## src/rtl/mem_arbiter_mc_if.sv

```systemverilog
// Request/response and byte-wide RAM signals between requesters and mem_arbiter_mc.
// Channel i fields sit at [i*W +: W] of each flattened request vector.
interface mem_arbiter_mc_if #(
    parameter int NCH    = 2,
    parameter int ADDR_W = 32,
    parameter int DATA_W = 32,
    parameter int LEN_W  = 3
);
    logic [NCH-1:0]        req_valid;
    logic [NCH-1:0]        req_we;
    logic [NCH*ADDR_W-1:0] req_addr;
    logic [NCH*LEN_W-1:0]  req_len;
    logic [NCH*DATA_W-1:0] req_wdata;
    logic [NCH-1:0]        done;
    logic [DATA_W-1:0]     rdata;
    logic                  busy;
    logic [7:0]            mem_din;
    logic [7:0]            mem_dout;
    logic [ADDR_W-1:0]     mem_a;
    logic                  mem_wr;

    modport master (
        output req_valid, req_we, req_addr, req_len, req_wdata, mem_din,
        input  done, rdata, busy, mem_dout, mem_a, mem_wr
    );

    modport slave (
        input  req_valid, req_we, req_addr, req_len, req_wdata, mem_din,
        output done, rdata, busy, mem_dout, mem_a, mem_wr
    );
endinterface

```

## src/rtl/mem_arbiter_mc.sv

```systemverilog
// N-channel arbiter serialising multi-byte little-endian transfers onto a byte-wide RAM port.
// Reads are pipelined (issue one byte per cycle, capture two edges later); writes go one byte per cycle.
module mem_arbiter_mc #(
    parameter int NCH      = 2,
    parameter int ADDR_W   = 32,
    parameter int DATA_W   = 32,
    parameter int ARB_MODE = 0,
    parameter int LEN_W    = 3
) (
    input  logic            clk,
    input  logic            rst,
    input  logic            rdy,
    input  logic            flush,
    mem_arbiter_mc_if.slave bus
);
    localparam int NB   = DATA_W / 8;
    localparam int CH_W = (NCH > 1) ? $clog2(NCH) : 1;
    localparam bit RR   = (ARB_MODE == 1);

    typedef enum logic [1:0] {S_IDLE, S_READ, S_WRITE, S_DONE} state_t;

    typedef struct packed {
        logic [CH_W-1:0]   ch;
        logic [ADDR_W-1:0] addr;
        logic [LEN_W-1:0]  len;
        logic [DATA_W-1:0] wdata;
    } xfer_t;

    state_t            state_q, state_d;
    xfer_t             xfer_q, xfer_d, sel;
    logic              sel_we;
    logic [CH_W-1:0]   rr_q, rr_d;
    logic [DATA_W-1:0] rdata_q, rdata_d;
    logic [LEN_W-1:0]  idx_q, idx_d;
    logic              infl_q, infl_d;
    logic              gnt_found;
    logic [CH_W-1:0]   gnt_ch;
    logic [LEN_W:0]    issue_n;
    logic              issue;

    // Round-robin: first pass looks at/after the pointer, second pass wraps to the lowest index.
    always_comb begin
        gnt_found = 1'b0;
        gnt_ch    = '0;
        for (int c = 0; c < NCH; c++) begin
            if (!gnt_found && bus.req_valid[c] && (!RR || CH_W'(c) >= rr_q)) begin
                gnt_found = 1'b1;
                gnt_ch    = CH_W'(c);
            end
        end
        for (int c = 0; c < NCH; c++) begin
            if (!gnt_found && bus.req_valid[c]) begin
                gnt_found = 1'b1;
                gnt_ch    = CH_W'(c);
            end
        end
    end

    always_comb begin
        sel    = '0;
        sel_we = 1'b0;
        for (int c = 0; c < NCH; c++) begin
            if (CH_W'(c) == gnt_ch) begin
                sel_we    = bus.req_we[c];
                sel.addr  = bus.req_addr[c*ADDR_W +: ADDR_W];
                sel.len   = bus.req_len[c*LEN_W +: LEN_W];
                sel.wdata = bus.req_wdata[c*DATA_W +: DATA_W];
            end
        end
        sel.ch = gnt_ch;
        if (sel.len == '0 || int'(sel.len) > NB)
            sel.len = LEN_W'(NB);
    end

    // Next read byte to put on the bus: everything captured plus the one currently in flight.
    assign issue_n = {1'b0, idx_q} + {{LEN_W{1'b0}}, infl_q};
    assign issue   = (issue_n < {1'b0, xfer_q.len});

    always_comb begin
        state_d      = state_q;
        xfer_d       = xfer_q;
        rr_d         = rr_q;
        rdata_d      = rdata_q;
        idx_d        = idx_q;
        infl_d       = infl_q;
        bus.mem_a    = '0;
        bus.mem_wr   = 1'b0;
        bus.mem_dout = '0;

        case (state_q)
            S_IDLE: begin
                if (rdy && gnt_found) begin
                    xfer_d  = sel;
                    rdata_d = '0;
                    idx_d   = '0;
                    infl_d  = 1'b0;
                    rr_d    = (gnt_ch == CH_W'(NCH - 1)) ? '0 : gnt_ch + 1'b1;
                    state_d = sel_we ? S_WRITE : S_READ;
                end
            end

            S_READ: begin
                if (issue)
                    bus.mem_a = xfer_q.addr + ADDR_W'(issue_n);
                if (flush) begin
                    infl_d  = 1'b0;
                    state_d = S_IDLE;
                end else if (!rdy) begin
                    // The RAM answer for the in-flight byte is lost while paused; re-issue it on resume.
                    infl_d = 1'b0;
                end else begin
                    if (infl_q) begin
                        for (int b = 0; b < NB; b++)
                            if (LEN_W'(b) == idx_q)
                                rdata_d[8*b +: 8] = bus.mem_din;
                        idx_d = idx_q + 1'b1;
                        if (idx_q + 1'b1 == xfer_q.len)
                            state_d = S_DONE;
                    end
                    infl_d = issue;
                end
            end

            S_WRITE: begin
                bus.mem_a  = xfer_q.addr + ADDR_W'(idx_q);
                bus.mem_wr = rdy;
                for (int b = 0; b < NB; b++)
                    if (LEN_W'(b) == idx_q)
                        bus.mem_dout = xfer_q.wdata[8*b +: 8];
                if (rdy) begin
                    idx_d = idx_q + 1'b1;
                    if (idx_q == xfer_q.len - 1'b1)
                        state_d = S_DONE;
                end
            end

            S_DONE: begin
                if (rdy)
                    state_d = S_IDLE;
            end

            default: state_d = S_IDLE;
        endcase
    end

    always_ff @(posedge clk or negedge rst) begin
        if (!rst) begin
            state_q <= S_IDLE;
            xfer_q  <= '0;
            rr_q    <= '0;
            rdata_q <= '0;
            idx_q   <= '0;
            infl_q  <= 1'b0;
        end else begin
            state_q <= state_d;
            xfer_q  <= xfer_d;
            rr_q    <= rr_d;
            rdata_q <= rdata_d;
            idx_q   <= idx_d;
            infl_q  <= infl_d;
        end
    end

    always_comb begin
        bus.done = '0;
        for (int c = 0; c < NCH; c++)
            if (state_q == S_DONE && xfer_q.ch == CH_W'(c))
                bus.done[c] = 1'b1;
    end

    assign bus.busy  = (state_q != S_IDLE);
    assign bus.rdata = rdata_q;
endmodule

```

## src/flat_wrapper.sv

```systemverilog
// flat-port wrapper written by rule: the top's interface ports become plain ports
module mem_arbiter_mc_flat 
#(
    parameter int NCH      = 2,
    parameter int ADDR_W   = 32,
    parameter int DATA_W   = 32,
    parameter int ARB_MODE = 0,
    parameter int LEN_W    = 3
)
  (clk, rst, rdy, flush, bus_req_valid, bus_req_we, bus_req_addr, bus_req_len, bus_req_wdata, bus_mem_din, bus_done, bus_rdata, bus_busy, bus_mem_dout, bus_mem_a, bus_mem_wr);
  mem_arbiter_mc_if #(.NCH(NCH), .ADDR_W(ADDR_W), .DATA_W(DATA_W), .LEN_W(LEN_W)) bus_i ();
  input  logic clk;
  input  logic rst;
  input  logic rdy;
  input  logic flush;
  input wire logic [$bits(bus_i.req_valid)-1:0] bus_req_valid;
  input wire logic [$bits(bus_i.req_we)-1:0] bus_req_we;
  input wire logic [$bits(bus_i.req_addr)-1:0] bus_req_addr;
  input wire logic [$bits(bus_i.req_len)-1:0] bus_req_len;
  input wire logic [$bits(bus_i.req_wdata)-1:0] bus_req_wdata;
  input wire logic [$bits(bus_i.mem_din)-1:0] bus_mem_din;
  output wire logic [$bits(bus_i.done)-1:0] bus_done;
  output wire logic [$bits(bus_i.rdata)-1:0] bus_rdata;
  output wire logic [$bits(bus_i.busy)-1:0] bus_busy;
  output wire logic [$bits(bus_i.mem_dout)-1:0] bus_mem_dout;
  output wire logic [$bits(bus_i.mem_a)-1:0] bus_mem_a;
  output wire logic [$bits(bus_i.mem_wr)-1:0] bus_mem_wr;
  assign bus_i.req_valid = bus_req_valid;
  assign bus_i.req_we = bus_req_we;
  assign bus_i.req_addr = bus_req_addr;
  assign bus_i.req_len = bus_req_len;
  assign bus_i.req_wdata = bus_req_wdata;
  assign bus_i.mem_din = bus_mem_din;
  assign bus_done = bus_i.done;
  assign bus_rdata = bus_i.rdata;
  assign bus_busy = bus_i.busy;
  assign bus_mem_dout = bus_i.mem_dout;
  assign bus_mem_a = bus_i.mem_a;
  assign bus_mem_wr = bus_i.mem_wr;
  mem_arbiter_mc #(.NCH(NCH), .ADDR_W(ADDR_W), .DATA_W(DATA_W), .ARB_MODE(ARB_MODE), .LEN_W(LEN_W)) u_core (.clk(clk), .rst(rst), .rdy(rdy), .flush(flush), .bus(bus_i));
endmodule
```

## config.mk

```make
export PLATFORM = sky130hd
export DESIGN_NAME = mem_arbiter_mc_flat
export DESIGN_NICKNAME = d
export VERILOG_FILES = /design/src/rtl/mem_arbiter_mc_if.sv /design/src/rtl/mem_arbiter_mc.sv /design/src/flat_wrapper.sv
export SDC_FILE = /design/constraint.sdc
export NUM_CORES = 1
export LEC_CHECK = 0
export CAP_MARGIN = 20
export CELL_PAD_IN_SITES_DETAIL_PLACEMENT = 1
export CELL_PAD_IN_SITES_GLOBAL_PLACEMENT = 1
export CORE_ASPECT_RATIO = 1.25
export CORE_MARGIN = 10
export CORE_UTILIZATION = 42
export CTS_CLUSTER_SIZE = 28
export DETAILED_ROUTE_END_ITERATION = 16
export DONT_BUFFER_PORTS = 1
export MAX_ROUTING_LAYER = met4
export PLACE_DENSITY_LB_ADDON = 0.25
export SYNTH_ARGS = -nofsm -noshare
export SYNTH_HDL_FRONTEND = slang
export SYNTH_SLANG_ARGS = --single-unit
export TNS_END_PERCENT = 10
```

## constraint.sdc

```tcl
create_clock -name clk -period 3.35 [get_ports clk]
set_input_delay 0.1675 -clock clk [delete_from_list [all_inputs] [get_ports clk]]
set_output_delay 0.1675 -clock clk [all_outputs]
set_load 0.1 [all_outputs]
```

==> results of run 1 <==
-- worst max-delay path, cell delays in order (launching register included) --
cell and delay [ns]:
dfrtp_1 0.43, ha_2 0.23, ha_4 0.16, xor2_2 0.16, ha_1 0.36, a21o_1 0.23, a21oi_4 0.25, buf_4 0.16
a22oi_2 0.16, nand2b_1 0.22, a31oi_2 0.22, buf_12 0.20
-- final timing paths --
kind                                                from                               end  slack, ns
setup reg to reg           u_core.state_q[0]$_DFFE_PN0P_     u_core.xfer_q[58]$_DFFE_PN0P_       0.80
min in group asynchronous                            rst  u_core.bus.rdata[12]$_DFFE_PN0P_       0.41
max in group asynchronous                            rst     u_core.xfer_q[49]$_DFFE_PN0P_       2.51
hold / removal                          bus_req_addr[57]     u_core.xfer_q[60]$_DFFE_PN0P_      0.008
hold reg to reg            u_core.xfer_q[30]$_DFFE_PN0P_     u_core.xfer_q[30]$_DFFE_PN0P_       0.49
setup / recovery               u_core.infl_q$_DFFE_PN0P_                      bus_mem_a[6]       0.05
-- logic make-up (layout without fill, tap and decap cells) --
| logic type | count (synthesis) | count (layout) | share of synthesized area |
|---|---|---|---|
| mux | 70 | 70 | 0.104 |
| xor+xnor | 9 | 9 | 0.0117 |
| fa+ha+maj | 24 | 24 | 0.0468 |
| flops | 106 | 106 | 0.393 |
| simple gates | 270 | 270 | 0.182 |
| compound gates | 246 | 246 | 0.216 |
| buf+inv | 81 | 129 | 0.0456 |
-- where the power goes --
| group | leakage, nW | switching, W | total, W | internal, W |
|---|---|---|---|---|
| Combinational | 2.38 | 0.00418 | 0.00614 | 0.00197 |
| Clock | 0.155 | 0.000539 | 0.00113 | 0.000596 |
| Sequential | 1.36 | 0.00131 | 0.00309 | 0.00178 |
| Total | 3.90 | 0.00603 | 0.0104 | 0.00434 |
-- state kept, by name, summed over array words and instances, names as in the netlist --
register	flops
u_core.xfer_q	68
u_core.infl_q	1
u_core.idx_q	3
u_core.state_q	2
u_core.bus.rdata	32
-- metrics by stage --
step | instances | power [W] | cell area (sq um) | utilization
final | 1066 | 0.0104 | 8520 | 0.543
after global placement | 1030 | 0.00881 | 7850 | 0.500
after detailed placement | 1030 | 0.00900 | 7850 | 0.500
after CTS | 1061 | 0.0103 | 8370 | 0.533
after global routing | 1066 | 0.0110 | 8520 | 0.543
after floorplan | 806 | 0.00688 | 6830 | -
-- final cells by class --
| type | count | area share |
|---|---|---|
| Clock buffer | 9 | 0.0264 |
| Clock inverter | 7 | 0.00999 |
| Inverter | 33 | 0.0145 |
| Multi-Input combinational cell | 619 | 0.491 |
| Sequential cell | 106 | 0.311 |
| Tap cell | 212 | 0.0311 |
| Timing Repair Buffer | 80 | 0.116 |
-- routing by layer --
metal,wire length [um],track usage
met4,397,0.0619
met2,12600,0.387
met3,1200,0.0377
met1,9990,0.264
met5,0,-
-- cells in the mapped netlist (5+ instances only) --
cell type	n	area [sq um]
xor2_1	5	43.8
nor2_1	47	176
mux2i_1	69	691
a31oi_1	8	50.1
nand2_1	141	529
a22oi_1	14	105
a21oi_1	38	190
and3_1	10	62.6
nand4_1	9	56.3
buf_1	6	22.5
nor3_1	10	50.1
dfrtp_1	106	2650
ha_1	22	275
o21ai_0	132	661
nand3_1	21	105
inv_1	33	124
clkbuf_1	39	146
-- what timing repair did --
action / CTS / global route
hold buffers: 10 / 0
endpoints found under the hold margin: 117 / 0
pin swaps: 8 / 9
gates resized for setup: 15 / 18
endpoints found under the setup margin: 28 / 27
setup buffers: 5 / 5
==> results.py, run 1 <==
metrics = {
    "logic_synthesis": {
        "avgSynthCellArea_sq_um": 8.37,
        "yosys_warnings": 0,
        "synth_cell_types": 66,
        "synth-main-ff-cell": "dfrtp_1",
        "synth.yosys.seq_area_share": 0.393,
        "synth_edf_count": 0,
        "ys_ff_latch": 106,
        "synth-async-reset-ratio": 1.00,
        "syn-num-nets": 980,
        "syn-instance-count": 806,
        "syn_area_sq_um": 6740,
    },
    "worst_setup_path": {
        "cp_max_fo": 5,
        "endpoint_kind": "output pin",
        "worst_r2r_path_depth": 7,
        "cp.required_ns": 3.18,
        "worstSetupPathType": "reg -> out",
        "start_kind": "flop",
        "crit_arrival_ns": 3.13,
    },
    "power_and_ir_drop": {
        "power.leakage_nw": 3.90,
        "powerDensity_nw_per_um2": 1220,
        "ir_drop_uv": 762,
    },
    "drt": {
        "drcViolationCount": 0,
        "firstDrtPassIters": 4,
        "drt-initial-drc-count": 335,
        "detail-route-antenna-nets": 0,
        "via_per_inst": 5.97,
        "num_vias": 6364,
        "routedWlPerCell_um": 22.7,
        "wl_mm": 24.2,
    },
    "sta": {
        "post-route-period-util": 0.984,
        "slew_headroom": 0.276,
        "report.final.hold_viol_count": 0,
        "setup_ws_ns": 0.0538,
        "whs_ns": 0.00796,
        "rsz0062_at_grt": "true",
        "fin_worst_skew_ns": 0.00970,
        "tightest_slew_ns": 1.08,
        "setup_viol": 0,
        "fmax_mhz": 303,
        "tns_ns": 0,
        "layout_min_cycle_time_ns": 3.30,
        "finalMaxSlewViolations": 0,
    },
    "grt": {
        "grt_pass1_vias": 6958,
        "track_usage": 0.224,
        "grt_pass1_wl_mm": 38.1,
        "grt_max_degree": 107,
        "antenna_found_initial": 0,
        "overflow": 0,
    },
    "place": {
        "place_ws_ns": 0.0873,
        "gp_congestion": 0.892,
        "dp_hpwl_mm": 18.4,
        "io_buffers": 0,
    },
    "clock_network": {
        "htreeDepth": 3,
        "cts_buffers": 9,
        "clk_latency_ns": 0.36,
        "cts.path.max_buffers": 2,
        "cts_tree": "yes",
        "path_clk_slew_ns": 0.08,
        "cts_root_buf": "clkbuf_16",
        "clock_sinks": 106,
    },
    "finish": {
        "multi_input_comb_area_sq_um": 4180,
        "fillers": 1844,
        "final_common_cell": "nand2_1",
        "seqCellArea_sq_um": 2650,
        "area_growth_pct": 26.3,
        "drive_gt1_frac": 0.185,
        "final_cell_mix": "nand2_1, o21ai_0, dfrtp_1",
        "insertedDiodeCount": 0,
        "nets": 1023,
    },
    "job": {
        "cap_viol_max_count": 0,
    },
    "die": {
        "rows": 51,
        "die-area_sq_um": 21600,
        "die_w_um": 133,
        "fp.dieH_um": 162,
        "core-area_sq_um": 15700,
        "initial_utilization": 0.430,
        "ios": 226,
    },
    "hold_path": {
        "hold_path_class": "in -> reg",
        "whs_path_depth": 2,
    },
    "status": {
        "status": "finished, final reports clean",
    },
}
Power figures use the tool's default switching activity.
==> inputs of run 2 (changes only) <==
- ABC_AREA: unset -> 1
==> run 2 against run 1 <==
The run now ends with hold timing left. Sequential share of layout area is 2.6 points lower. Global-route usage increased by 2.3 points. Non-clock buffer count grew 5. Critical path depth rose by 2. Final cell count up 30%. Clock-buffer cell count did not move. Core utilization down 1.5 points. First-iteration DRC count is 5.7% higher. Via count grew 25%. Register-to-register slack worse by 0.23 ns. Sequential power grew 4%. Clock power hardly changed. Largest power group unchanged.
==> results.py, run 2 <==
metrics = {
    "status": {
        "status": "complete, but fails checks",
        "violations": "hold timing",
    },
    "sta": {
        "fin_worst_skew_ns": 0.00957,
        "slew_headroom": 0.266,
        "report.final.hold_viol_count": 1,
        "setup_viol": 0,
        "post-route-period-util": 0.947,
        "whs_ns": -0.00111,
        "finalMaxSlewViolations": 0,
        "fmax_mhz": 315,
        "layout_min_cycle_time_ns": 3.17,
        "tightest_slew_ns": 1.10,
    },
    "grt": {
        "met2_usage": 0.441,
        "busiest_layer": "met2",
        "grt_pass1_wl_mm": 46.5,
        "use_met1": 0.263,
        "grt_use_met3": 0.0565,
        "antenna_found_initial": 0,
        "grt_max_degree": 107,
        "track_usage": 0.247,
        "overflow": 0,
        "grt_pass1_vias": 8561,
    },
    "worst_setup_path": {
        "worstSetupPathType": "reg -> out",
        "crit_arrival_ns": 3.00,
        "cp_top_family": "adder cells",
        "cp.required_ns": 3.18,
        "endpoint_kind": "output pin",
        "cp_num_buf_inv": 2,
        "path_cells": "ha_1, ha_1, xor2_1, ha_2, nand3_2, nand2_2, inv_1, nor2_4, nand2_1, nand2_1, nand3_1, a21oi_2, buf_12",
        "slowest_stage": "dfrtp_2",
        "cp_max_fo": 9,
        "slowest_delay_ns": 0.47,
        "start_kind": "flop",
        "worst-r2r-setup-slack_ns": 0.57,
    },
    "drt": {
        "routedWlPerCell_um": 21.2,
        "num_vias": 7929,
        "detail-route-antenna-nets": 0,
        "wl_mm": 29.4,
        "drcViolationCount": 0,
        "via_per_inst": 5.72,
        "drt-initial-drc-count": 354,
        "firstDrtPassIters": 5,
    },
    "clock_network": {
        "htreeDepth": 3,
        "cts_tree": "yes",
        "cts.path.max_buffers": 2,
        "clock_sinks": 106,
        "cts_root_buf": "clkbuf_16",
        "cts_buffers": 9,
        "clk_latency_ns": 0.36,
        "path_clk_slew_ns": 0.08,
    },
    "logic_synthesis": {
        "synthTopCellsByCount": "nand2_1, nor2_1, nand3_1",
        "synth-async-reset-ratio": 1.00,
        "syn-instance-count": 1106,
        "synth-main-ff-cell": "dfrtp_1",
        "synth.most_common_cell": "nand2_1",
        "avgSynthCellArea_sq_um": 6.87,
        "yosys_warnings": 0,
        "synth_area_leaders": "dfrtp_1, nand2_1, nor2_1",
        "ys_ff_latch": 106,
        "synth_cell_types": 39,
        "syn-num-nets": 1280,
        "synth.yosys.seq_area_share": 0.349,
        "syn_area_sq_um": 7600,
        "synth_edf_count": 0,
        "synth_top_cell_area_share": 0.349,
        "yosysTopAreaCell": "dfrtp_1",
    },
    "job": {
        "cap_viol_max_count": 0,
    },
    "power_and_ir_drop": {
        "ir_drop_uv": 742,
        "power.leakage_nw": 4.00,
        "swShare": 0.590,
        "switchingPower_w": 0.00582,
        "powerDensity_nw_per_um2": 1060,
        "p_clk_frac": 0.113,
        "p_seq_frac": 0.326,
        "power_frac_comb": 0.561,
        "power.internal_w": 0.00404,
    },
    "die": {
        "fp.dieH_um": 170,
        "initial_utilization": 0.431,
        "ios": 226,
        "die_w_um": 140,
        "die-area_sq_um": 23900,
        "rows": 54,
        "core-area_sq_um": 17600,
    },
    "finish": {
        "final_cell_mix": "nand2_1, nor2_1, nand3_1",
        "largest_register_ffs": 68,
        "final_common_cell": "nand2_1",
        "fillers": 2203,
        "drive_gt1_frac": 0.148,
        "area_growth_pct": 22.5,
        "nets": 1330,
        "multi_input_comb_area_sq_um": 4590,
        "insertedDiodeCount": 0,
        "seqCellArea_sq_um": 2650,
        "largest-register": "u_core.xfer_q",
        "final_util": 0.528,
    },
    "hold_path": {
        "hold_path_class": "in -> reg",
    },
    "place": {
        "io_buffers": 0,
        "dp_hpwl_mm": 22.0,
        "gp_congestion": 0.934,
    },
}
run 2: path summary, 6_finish.rpt:
path                                          startpoint                               end  cells past startpoint
max                          u_core.idx_q[0]$_DFFE_PN0P_                     bus_mem_a[28]                     13
min                                    bus_req_wdata[47]     u_core.xfer_q[15]$_DFFE_PN0P_                      2
max reg2reg                u_core.state_q[0]$_DFFE_PN0P_     u_core.xfer_q[20]$_DFFE_PN0P_                      9
min reg2reg                 u_core.xfer_q[9]$_DFFE_PN0P_      u_core.xfer_q[9]$_DFFE_PN0P_                      2
max in group asynchronous                            rst     u_core.xfer_q[29]$_DFFE_PN0P_                      2
min in group asynchronous                            rst  u_core.bus.rdata[17]$_DFFE_PN0P_                      2
run 2: through the flow:
step	instances	area (sq um)	power [W]	worst slack [ns]	TNS, ns
floorplan	1106	7610	0.00675	-0.289	-5.86
CTS	1385	9280	0.00984	0.0166	0
finish	1385	9310	0.00985	0.178	0
global placement	1333	8600	0.00845	0.492	0
detailed placement	1333	8600	0.00856	0.421	0
global route	1385	9310	0.0105	-0.0144	-0.0277
run 2: worst register-to-register path, cell delays in order (launching register included):
cell and delay (ns):
dfrtp_1 0.43, inv_1 0.09, ha_1 0.21, inv_1 0.23, nor2_2 0.12, inv_4 0.38
buf_4 0.46, nand2_1 0.12, o31ai_1 0.09, dlygate4sd3_1 0.60
run 2: kinds of logic (layout without fill, tap and decap cells):
| group | after synthesis | in the layout | synth area share |
|---|---|---|---|
| adder cells (fa/ha/maj) | 24 | 24 | 0.0415 |
| XOR/XNOR | 8 | 8 | 0.00922 |
| multiplexers | 3 | 3 | 0.00395 |
| AO/OA/AOI/OAI | 191 | 191 | 0.164 |
| buffers and inverters | 130 | 185 | 0.0726 |
| flip-flops | 106 | 106 | 0.349 |
| AND/OR/NAND/NOR | 644 | 644 | 0.360 |
run 2: repair_timing:
item                       in CTS  in global routing
hold endpoints to repair      132                  0
buffers inserted                0                  0
resized for setup               0                  8
setup endpoints to repair       0                 23
hold buffers                   36                  0
run 2: cell type report:
class / count / area share
flip-flops and latches: 106 / 0.285
clock inverters: 7 / 0.00873
inverters: 84 / 0.0344
clock buffers: 9 / 0.0242
repair buffers: 85 / 0.125
multi-input cells: 870 / 0.493
well taps: 224 / 0.0301
run 2: layer usage:
metal	share of wire	wire length, um	up-vias
li1	-	-	3761
met1	0.39	11400	3879
met2	0.52	15400	233
met3	0.059	1750	56
met4	0.030	889	0
met5	0	0	-
run 2: power by group through the flow:
stage	clock network [W]	logic, W	registers (W)
3_3_place_gp	0	0.00526	0.00319
2_1_floorplan	0	0.00386	0.00289
4_1_cts	0.00113	0.00552	0.00319
3_5_place_dp	0	0.00536	0.00321
6_report	0.00112	0.00553	0.00321
5_1_grt	0.00118	0.00601	0.00327
==> inputs of run 3 (changes only) <==
--- a/config.mk
+++ b/config.mk
@@ -17,3 +17,2 @@
 export DONT_BUFFER_PORTS = 1
-export MAX_ROUTING_LAYER = met4
 export PLACE_DENSITY_LB_ADDON = 0.25
==> constraint.sdc (replaced) <==
create_clock -name clk -period 3.35 [get_ports clk]
set_input_delay 0.5025 -clock clk [delete_from_list [all_inputs] [get_ports clk]]
set_output_delay 0.5025 -clock clk [all_outputs]
set_load 0.1 [all_outputs]
==> run 3 against run 2 <==
The run now ends clean. Cell area is 0.66% higher. Highest routed layer unchanged. Register-to-register slack improved by 0.48 ns. Critical path depth stayed put.
==> results.py, run 3 (same netlist as run 2, synthesis figures left out) <==
metrics = {
    "power_and_ir_drop": {
        "finalPower_w": 0.0101,
        "ir_drop_uv": 663,
        "powerDensity_nw_per_um2": 1080,
        "power.leakage_nw": 3.95,
    },
    "grt": {
        "antenna_found_initial": 0,
        "overflow": 0,
        "grt_use_met3": 0.0696,
        "use_met1": 0.245,
        "track_usage": 0.231,
        "busiest_layer": "met2",
        "met2_usage": 0.430,
        "grt_max_degree": 107,
        "grt_pass1_vias": 8300,
        "grt_pass1_wl_mm": 45.2,
    },
    "sta": {
        "layout_min_cycle_time_ns": 3.27,
        "slew_headroom": 0.365,
        "whs_ns": 0.0579,
        "setup_ws_ns": 0.0815,
        "finalMaxSlewViolations": 0,
        "rsz0062_at_grt": "true",
        "report.final.hold_viol_count": 0,
        "fmax_mhz": 306,
        "tightest_slew_ns": 0.952,
        "post-route-period-util": 0.976,
        "setup_viol": 0,
        "fin_worst_skew_ns": 0.0138,
    },
    "worst_setup_path": {
        "start_kind": "flop",
        "slowest_stage": "ha_2",
        "worstSetupPathType": "reg -> out",
        "rr_startpoint": "u_core.state_q[0]$_DFFE_PN0P_",
        "cp_top_family": "simple AND/OR/NAND/NOR gates",
        "path_cells": "ha_2, nand3_1, inv_1, ha_2, nand2_1, nor2_4, nand2_1, o21ai_2, nand2_1, nand2_1, nand3_1, a21oi_2, buf_12",
        "crit_top_cell": "nand2_1",
        "worst_r2r_path_depth": 9,
        "endpoint_kind": "output pin",
        "cp_num_buf_inv": 2,
        "crit_arrival_ns": 2.77,
        "slowest_delay_ns": 0.40,
        "cp_max_fo": 4,
        "cp.required_ns": 2.85,
        "r2r-end": "u_core.xfer_q[30]$_DFFE_PN0P_",
        "worst-r2r-setup-slack_ns": 1.05,
    },
    "finish": {
        "final_common_cell": "nand2_1",
        "fillers": 2209,
        "fin_area_sq_um": 9370,
        "area_growth_pct": 23.3,
        "largest_register_ffs": 68,
        "final_util": 0.532,
        "final_cell_mix": "nand2_1, nor2_1, nand3_1",
        "nets": 1311,
        "largest-register": "u_core.xfer_q",
        "drive_gt1_frac": 0.185,
    },
    "drt": {
        "firstDrtPassIters": 5,
        "wl_mm": 29.2,
        "routedWlPerCell_um": 21.4,
        "detail-route-antenna-nets": 0,
        "num_vias": 7781,
        "via_per_inst": 5.69,
        "drcViolationCount": 0,
        "drt-initial-drc-count": 338,
    },
    "status": {
        "status": "finished, final reports clean",
    },
    "clock_network": {
        "path_clk_slew_ns": 0.09,
        "cts_tree": "yes",
        "clock_sinks": 106,
        "cts_root_buf": "clkbuf_16",
        "clk_latency_ns": 0.36,
        "htreeDepth": 3,
        "cts_buffers": 9,
        "cts.path.max_buffers": 2,
    },
    "die": {
        "initial_utilization": 0.431,
        "fp.dieH_um": 170,
        "die-area_sq_um": 23900,
        "core-area_sq_um": 17600,
        "rows": 54,
        "ios": 226,
        "die_w_um": 140,
    },
    "place": {
        "dp_hpwl_mm": 22.6,
        "io_buffers": 0,
        "place_ws_ns": 0.124,
        "gp_congestion": 0.938,
        "dpl_cell_area_sq_um": 8780,
    },
    "job": {
        "cap_viol_max_count": 0,
    },
    "hold_path": {
        "hold_path_class": "in -> async",
    },
}
==> run 3: cell count changes in the layout (fill, tap and decap cells not counted), sizes merged <==
cell	change
clkinv	+1
nand2	+1
diode	+1
clkinvlp	+1
dlygate4sd3	-35
inv	-2
buf	+15
==> run 3: layer usage <==
| metal | vias up | part of all wire |
|---|---|---|
| li1 | 3735 | - |
| met1 | 3774 | 0.37 |
| met2 | 222 | 0.53 |
| met3 | 50 | 0.075 |
| met4 | 0 | 0.026 |
| met5 | - | 0 |
==> run 3: power by group <==
group | switching (W) | leakage [nW] | total, W | internal [W]
Combinational | 0.00395 | 2.45 | 0.00581 | 0.00186
Sequential | 0.00140 | 1.35 | 0.00318 | 0.00178
Clock | 0.000567 | 0.149 | 0.00110 | 0.000535
Total | 0.00592 | 3.95 | 0.0101 | 0.00418
==> run 3: how the worst max path moves through the flow <==
stage / cells past startpoint / endpoint / startpoint / slack, ns
finish: 13 / bus_mem_a[27] / u_core.idx_q[0]$_DFFE_PN0P_ / 0.08
global route: 13 / bus_mem_a[27] / u_core.idx_q[0]$_DFFE_PN0P_ / -0.06
global placement: 13 / bus_mem_a[26] / u_core.infl_q$_DFFE_PN0P_ / 0.21
CTS: 11 / bus_mem_a[16] / u_core.infl_q$_DFFE_PN0P_ / -0.04
detailed placement: 13 / bus_mem_a[26] / u_core.infl_q$_DFFE_PN0P_ / 0.12
floorplan: 11 / bus_mem_a[12] / u_core.idx_q[0]$_DFFE_PN0P_ / -0.62
==> run 3: final cells by class <==
cell class              count  area, sq um  share of cell area
diodes                      1         2.50            0.000267
clock inverters             7         83.8             0.00894
inverters                  84          324              0.0346
repair buffers             65         1060               0.113
well taps                 224          280              0.0299
clock buffers               9          225              0.0240
multi-input cells         871         4750               0.507
flip-flops and latches    106         2650               0.283
==> run 3: timing repair <==
action | 4_1_cts | 5_1_grt
gates cloned | 0 | 1
setup endpoints to repair | 21 | 31
hold buffers | 1 | 0
pin swaps | 3 | 18
hold endpoints to repair | 106 | 0
resized for setup | 7 | 37
setup buffers | 1 | 7
==> run 3: through the flow <==
step	instances	setup TNS, ns
floorplan	1106	-15.91
global placement	1340	0
detailed placement	1340	0
CTS	1358	-0.176
global route	1366	-0.526
finish	1367	0
